===== src/rtl/pixel_window_serializer.sv =====
// Replays a captured TAPS-pixel window one pixel per beat on a valid/ready stream,
// oldest tap first, with zero-bubble back-to-back reload and synchronous flush.
module pixel_window_serializer #(
    parameter int unsigned PIX_W = 24,
    parameter int unsigned TAPS  = 11
) (
    input  logic                  clk,
    input  logic                  reset_n,
    input  logic [PIX_W*TAPS-1:0] taps_in,
    input  logic                  load,
    output logic                  load_ready,
    input  logic                  flush,
    output logic [PIX_W-1:0]      pixel_out,
    output logic                  out_valid,
    input  logic                  out_ready,
    output logic                  out_last,
    output logic                  busy
);
    localparam int unsigned IDX_W = $clog2(TAPS);
    localparam logic [IDX_W-1:0] IDX_TOP = IDX_W'(TAPS - 1);

    typedef enum logic {
        IDLE,
        SEND
    } state_t;

    state_t                   state, state_n;
    logic [IDX_W-1:0]         idx, idx_n, idx_dec;
    logic [TAPS-1:0][PIX_W-1:0] buffer;
    logic [PIX_W-1:0]         pix_n;
    logic                     valid_n, last_n, busy_n, capture;

    // Packed buffer shares taps_in's layout, so buffer[k] is tap k.
    assign idx_dec    = idx - IDX_W'(1);
    assign load_ready = (state == IDLE) |
                        ((state == SEND) & (idx == '0) & out_ready & ~flush);

    // Next-state and next-output decode; flush overrides load and beat accept.
    always_comb begin
        state_n = state;
        idx_n   = idx;
        pix_n   = pixel_out;
        valid_n = out_valid;
        last_n  = out_last;
        capture = 1'b0;
        if (flush) begin
            state_n = IDLE;
            valid_n = 1'b0;
            last_n  = 1'b0;
        end else begin
            unique case (state)
                IDLE: begin
                    if (load) capture = 1'b1;
                end
                SEND: begin
                    if (out_ready) begin
                        if (idx != '0) begin
                            idx_n  = idx_dec;
                            pix_n  = buffer[idx_dec];
                            last_n = (idx_dec == '0);
                        end else if (load) begin
                            capture = 1'b1;
                        end else begin
                            state_n = IDLE;
                            valid_n = 1'b0;
                            last_n  = 1'b0;
                        end
                    end
                end
                default: state_n = IDLE;
            endcase
            if (capture) begin
                state_n = SEND;
                idx_n   = IDX_TOP;
                pix_n   = taps_in[(TAPS-1)*PIX_W +: PIX_W];
                valid_n = 1'b1;
                last_n  = 1'b0;
            end
        end
        busy_n = (state_n == SEND);
    end

    always_ff @(posedge clk or negedge reset_n) begin
        if (!reset_n) begin
            state     <= IDLE;
            idx       <= '0;
            buffer    <= '0;
            pixel_out <= '0;
            out_valid <= 1'b0;
            out_last  <= 1'b0;
            busy      <= 1'b0;
        end else begin
            state     <= state_n;
            idx       <= idx_n;
            pixel_out <= pix_n;
            out_valid <= valid_n;
            out_last  <= last_n;
            busy      <= busy_n;
            if (capture) buffer <= taps_in;
        end
    end

endmodule


===== config.mk =====
export PLATFORM = sky130hd
export DESIGN_NAME = pixel_window_serializer
export DESIGN_NICKNAME = d
export VERILOG_FILES = /design/src/rtl/pixel_window_serializer.sv
export SDC_FILE = /design/constraint.sdc
export NUM_CORES = 1
export LEC_CHECK = 0
export ABC_AREA = 1
export ABC_CLOCK_PERIOD_IN_PS = 5100
export BUFFER_PORTS_ARGS = -buffer_cell sky130_fd_sc_hd__buf_2
export CAP_MARGIN = 20
export CELL_PAD_IN_SITES_DETAIL_PLACEMENT = 1
export CELL_PAD_IN_SITES_GLOBAL_PLACEMENT = 1
export CORE_ASPECT_RATIO = 1.25
export CORE_MARGIN = 1.5
export CORE_UTILIZATION = 43
export DETAILED_ROUTE_END_ITERATION = 12
export PLACE_DENSITY = 0.85
export SLEW_MARGIN = 25
export SYNTH_ARGS = -nofsm -noshare
export SYNTH_HDL_FRONTEND = slang
export SYNTH_SLANG_ARGS = --single-unit

===== constraint.sdc =====
create_clock -name clk -period 5.1 [get_ports clk]
set_clock_uncertainty 0.05 [all_clocks]
set_input_delay 1.02 -clock clk [delete_from_list [all_inputs] [get_ports clk]]
set_output_delay 1.02 -clock clk [all_outputs]
set_load 0.02 [all_outputs]

-- After elaboration in Yosys (flattened, before gate mapping)
Index checks and enable logic that the tools add are counted.
- $add $sub $neg: 1
- magnitude comparators: 1
- eq/ne operators: 3
- mux-type cells: 32
- bitwise operators: 6
- reductions and logical operators: 11
- operator list (operator ; count):
    $mux W24 ; 5
    $bmux W24 S4 ; 1
    $mux W1 ; 21
    $mux W4 ; 4
    $logic_not A4 Y1 ; 2
    $reduce_and A4 Y1 ; 2
    $reduce_bool A2 Y1 ; 3
    $reduce_bool A3 Y1 ; 2
    $lt A4 B5 Y1 const B ; 1
    $ne A4 B1 Y1 const B ; 1
    $reduce_bool A4 Y1 ; 1
    $sub A4 B1 Y4 const B ; 1
    $and A1 B1 Y1 ; 3
    $ne A3 B1 Y1 const B ; 1
    $ne A3 B2 Y1 const B ; 1
    $reduce_and A3 Y1 ; 1
    $not A1 Y1 ; 2
    $pmux W1 S2 ; 1
    $or A1 B1 Y1 ; 1
- register bits: 295
- input bits: 269
- output and inout port bits: 28
- logic and storage cells: 70

-- Depth between registers and ports, before layout
- depth in word-level cells: 7
- gate-level depth with buffers: 15
- gate-level depth less buffers: 11

-- Worst setup path after synthesis
No wires, ideal clock.
- kind: reg-to-output
- from: register idx[0]
- to: output load_ready
- arrival: 1.961 ns
- required time: 4.030 ns
- slack: 2.069 ns
- cell stages (with the launch flop): 8
- buffers on the path: 3
- path through: dfrtp_1 -> buf_2 -> inv_2 -> buf_2 -> buf_1 -> ha_1 -> nand3_2 -> o31ai_1
- cells in the longest elaborated chain, start to end: 5
- RTL lines (item ; line ; source):
    start: declaration ; 28 ; logic [IDX_W-1:0] idx, idx_n, idx_dec;
    start signal: assignment ; 94 ; idx <= idx_n;
    $logic_not A4 Y1 ; 36 ; ((state == SEND) & (idx == '0) & out_ready & ~flush);
    $and A1 B1 Y1 (3 in a row) ; 36 ;
    $or A1 B1 Y1 ; 35 ; assign load_ready = (state == IDLE) |
    end: declaration ; 11 ; output logic load_ready,
No other way between the ends.

-- Worst setup path after layout
- from: register idx[0]
- to: register pixel_out[4]
- cells in the longest elaborated chain, start to end: 7
- elaborated cells between the ends (all ways): 16
- classes of those cells: add/sub: 1; mux: 10; reduce/logical: 5
- RTL lines (item ; line ; source):
    $sub A4 B1 Y4 or $reduce_bool A4 Y1 (tied branches) ; 34, 57 ;
    $bmux W24 S4 or $mux W1 (tied branches) ; 59, 57 ;
    $mux W24 (implied by the code) or $mux W1 (tied branches) ; 59, 56 ;
    $mux W24 or $pmux W1 S2 (tied branches) ; 57, 51 ;
    $mux W24 or $mux W1 (tied branches) ; 56, 46 ;
    $mux W24 or $reduce_bool A2 Y1 (tied branches) ; n/a ;
    $mux W24 or $reduce_and A4 Y1 (tied branches) ; n/a ;
    end signal: assignment ; 95 ; pixel_out <= pix_n;
    end: declaration ; 13 ; output logic [PIX_W-1:0] pixel_out,
Parallel ways exist; a longest one is shown, timed or not. The select of a mux whose other input is x is not followed.
A chain may end at the register's enable or synchronous reset.

==> results.toml <==
[status]
status = "complete, no violations"

[pwr]
p_sw_w = 0.00414
switching_share_pct = 43.1
power.share.combinational_pct = 42.1
leakage_nw = 8.83
p_clk_share_pct = 23.8
p_total_w = 0.00961
power.internal_w = 0.00546
p_seq_share_pct = 34.1
powerDensity_nw_per_um2 = 568
peakVddDrop_v = 0.000294

[job]
drv_cap = 0

[route]
detail_route.wirelength_um = 49800
first_pass_iters = 5
vias = 13600
drtIter0Drc = 1009
wl_per_cell_um = 19.6
antenna_left = 0
avgViaCountPerCell = 5.33
drc_errors = 0

[global_routing]
grt_pass1_wl_um = 77100
grt.total_usage_pct = 28.8
grt_pass1_vias = 14000
grt_max_degree = 202
grt_antenna_before_repair = 1
globalRouteOverflowTotal = 0

[logic_synthesis]
synth_area_leaders = "dfrtp_1 52%, nand2_1 16%, o21ai_1 8.1%, inv_1 7.8%, nand3_1 7.7%"
synth_commonest_cells = "594 x nand2_1, 297 x inv_1, 295 x dfrtp_1, 230 x o21ai_1, 218 x nand3_1"
seq_area_frac_synth_pct = 51.8
synth_cell_type_count = 25
netlist_instances = 1887
syn_area_um2 = 14300
synth_nets = 2158
synth-edff-count = 0
yosys.area.top_type = "dfrtp_1"
yosysTopAreaCellShare_pct = 51.8
ys_dominant_reg_cell = "dfrtp_1"
ys_ff_latch = 295
synthArstFlopShare_pct = 100
avgSynthCellArea_um2 = 7.56
yosys.cell_count.top_type = "nand2_1"
synth_warnings = 0

[place]
placed_area_um2 = 15900
hpwlAfterDp_um = 34700
gp_congestion = 0.886
port_buffers = 296
place_inst = 2493

[worst_setup_path]
path_cells = "buf_4 -> nand2_1 -> o21ai_0 -> nand3_1 -> nand2_1 -> nand2_1 -> a21oi_1"
crit_type = "register to register"
crit_buf_inv = 1
worstSetupStartpointType = "register"
crit_path_frequent_cell = "nand2_1"
rrSetupSlack_ns = 1.77
worstReg2RegStart = "idx[0]$_DFFE_PN0P_"
max_stage_delay_ns = 0.86
crit_slowest_cell = "buf_4"
crit_path_end_kind = "register"
path_delay_family = "simple AND/OR/NAND/NOR gates"
r2r_cells = 7
path_max_fanout = 84
r2r_end = "pixel_out[4]$_DFFE_PN0P_"
critical_path_arrival_ns = 3.78
required_ns = 5.56

[clocking]
numCtsBuffers = 30
cts-htree-levels = 1
cts-root-buf = "clkbuf_16"
cts_buffer_depth = 3
postCtsSetupRepairBufs = 0
clock-sinks = 295
cts_tree = "done"
clk_pin_slew_worst_paths_ns = 0.07
clock_latency_ns = 0.58
cts_hold_buf = 0
cts_resized = 0

[die]
dieArea_um2 = 34300
die_w_um = 166
die_y_um = 207
start_util_pct = 43.6
std_cell_rows = 74
ioPinCount = 297
core-area_um2 = 32700

[sta]
worst_slew_pin_slew_ns = 1.02
rsz0062_at_grt = "false"
finalCritPeriodShare_pct = 65.2
maxSlewViolCount = 0
max_freq_ghz = 0.301
finalSetupTns_ns = 0
finalSetupViolCount = 0
period_minus_slack_ns = 3.33
hold_viol = 0
slew_headroom_pct = 31.9

[final_layout]
final_cells = 2549
antenna_cells = 0
area_delta_synth_final_pct = 18.7
final_nets = 2378
final_cell_area_um2 = 16900
drive_gt1_share_pct = 17.5

[min_path]
holdCritPathClass = "input port to async pin"
-- cell usage in the layout (no fill, tap or decap), drive strengths merged --
cell      synthesis  routed
o31ai             1       1
ha                2       2
inv             302     302
xor2              1       1
a21oi            26      26
buf              87     308
o211ai            1       1
bufinv            0       2
o22ai            25      25
xnor2             1       1
nand2           595     595
clkinv            0       9
clkinvlp          0       2
nor2             29      29
nand3           219     219
nand4             1       1
a22oi             2       2
dfrtp           295     295
clkbuf           33      43
o21ai           267     267
-- power by group through the flow --
stage,Clock [W],Combinational (W),Sequential [W]
after detailed placement,0,0.00400,0.00330
after global routing,0.00240,0.00444,0.00332
after CTS,0.00232,0.00405,0.00327
after floorplan,0,0.00245,0.00328
final,0.00229,0.00404,0.00327
after global placement,0,0.00387,0.00327
-- worst max path at each step --
stage                                     endpoint                from  depth (start not counted)  slack, ns
after floorplan                         load_ready  idx[0]$_DFFE_PN0P_                          7       2.07
after global placement    pixel_out[4]$_DFFE_PN0P_  idx[0]$_DFFE_PN0P_                          7       1.94
after detailed placement  pixel_out[4]$_DFFE_PN0P_  idx[0]$_DFFE_PN0P_                          7       1.79
after CTS                 pixel_out[4]$_DFFE_PN0P_  idx[0]$_DFFE_PN0P_                          7       1.78
after global routing      pixel_out[6]$_DFFE_PN0P_  idx[0]$_DFFE_PN0P_                          7       1.51
final                     pixel_out[4]$_DFFE_PN0P_  idx[0]$_DFFE_PN0P_                          7       1.77
-- through the flow --
stage          setup slack (ns)  util [%]  hold WS (ns)
2_1_floorplan              2.07         -         0.436
3_3_place_gp               1.94      48.6         0.416
3_5_place_dp               1.79      48.7         0.427
4_1_cts                    1.78      51.8         0.474
5_1_grt                    1.51      51.8         0.487
6_report                   1.77      51.8         0.458
-- sequential cells by signal, summed over array words and instances (netlist names) --
| signal | count |
|---|---|
| buffer | 264 |
| idx | 4 |
| out_last | 1 |
| out_valid | 1 |
| pixel_out | 24 |
| state | 1 |
-- routing by layer --
metal	global-route usage (%)	part of all wire (%)	wire, µm
met1	37.2	42	20700
met2	48.1	48	24100
met3	4.00	5.4	2690
met4	13.8	4.8	2390
met5	0	0	0
-- area by class of cell --
class	instances	area (µm²)
timing repair buffer	308	1640
clock inverter	13	128
multi-input combinational	1170	5220
sequential	295	7390
tap	418	523
inverter	302	1140
fill	4137	15800
clock buffer	43	891
-- kinds of logic after synthesis --
family	count (synthesis)	share of synthesized area, %
and+or+nand+nor	844	24.4
buffers and inverters	422	12.0
xor gates and xnor gates	2	0.123
AOI/OAI and AO/OA	322	11.6
adders and majority gates	2	0.175
DFF	295	51.8
(Power assumes the default switching activity.)
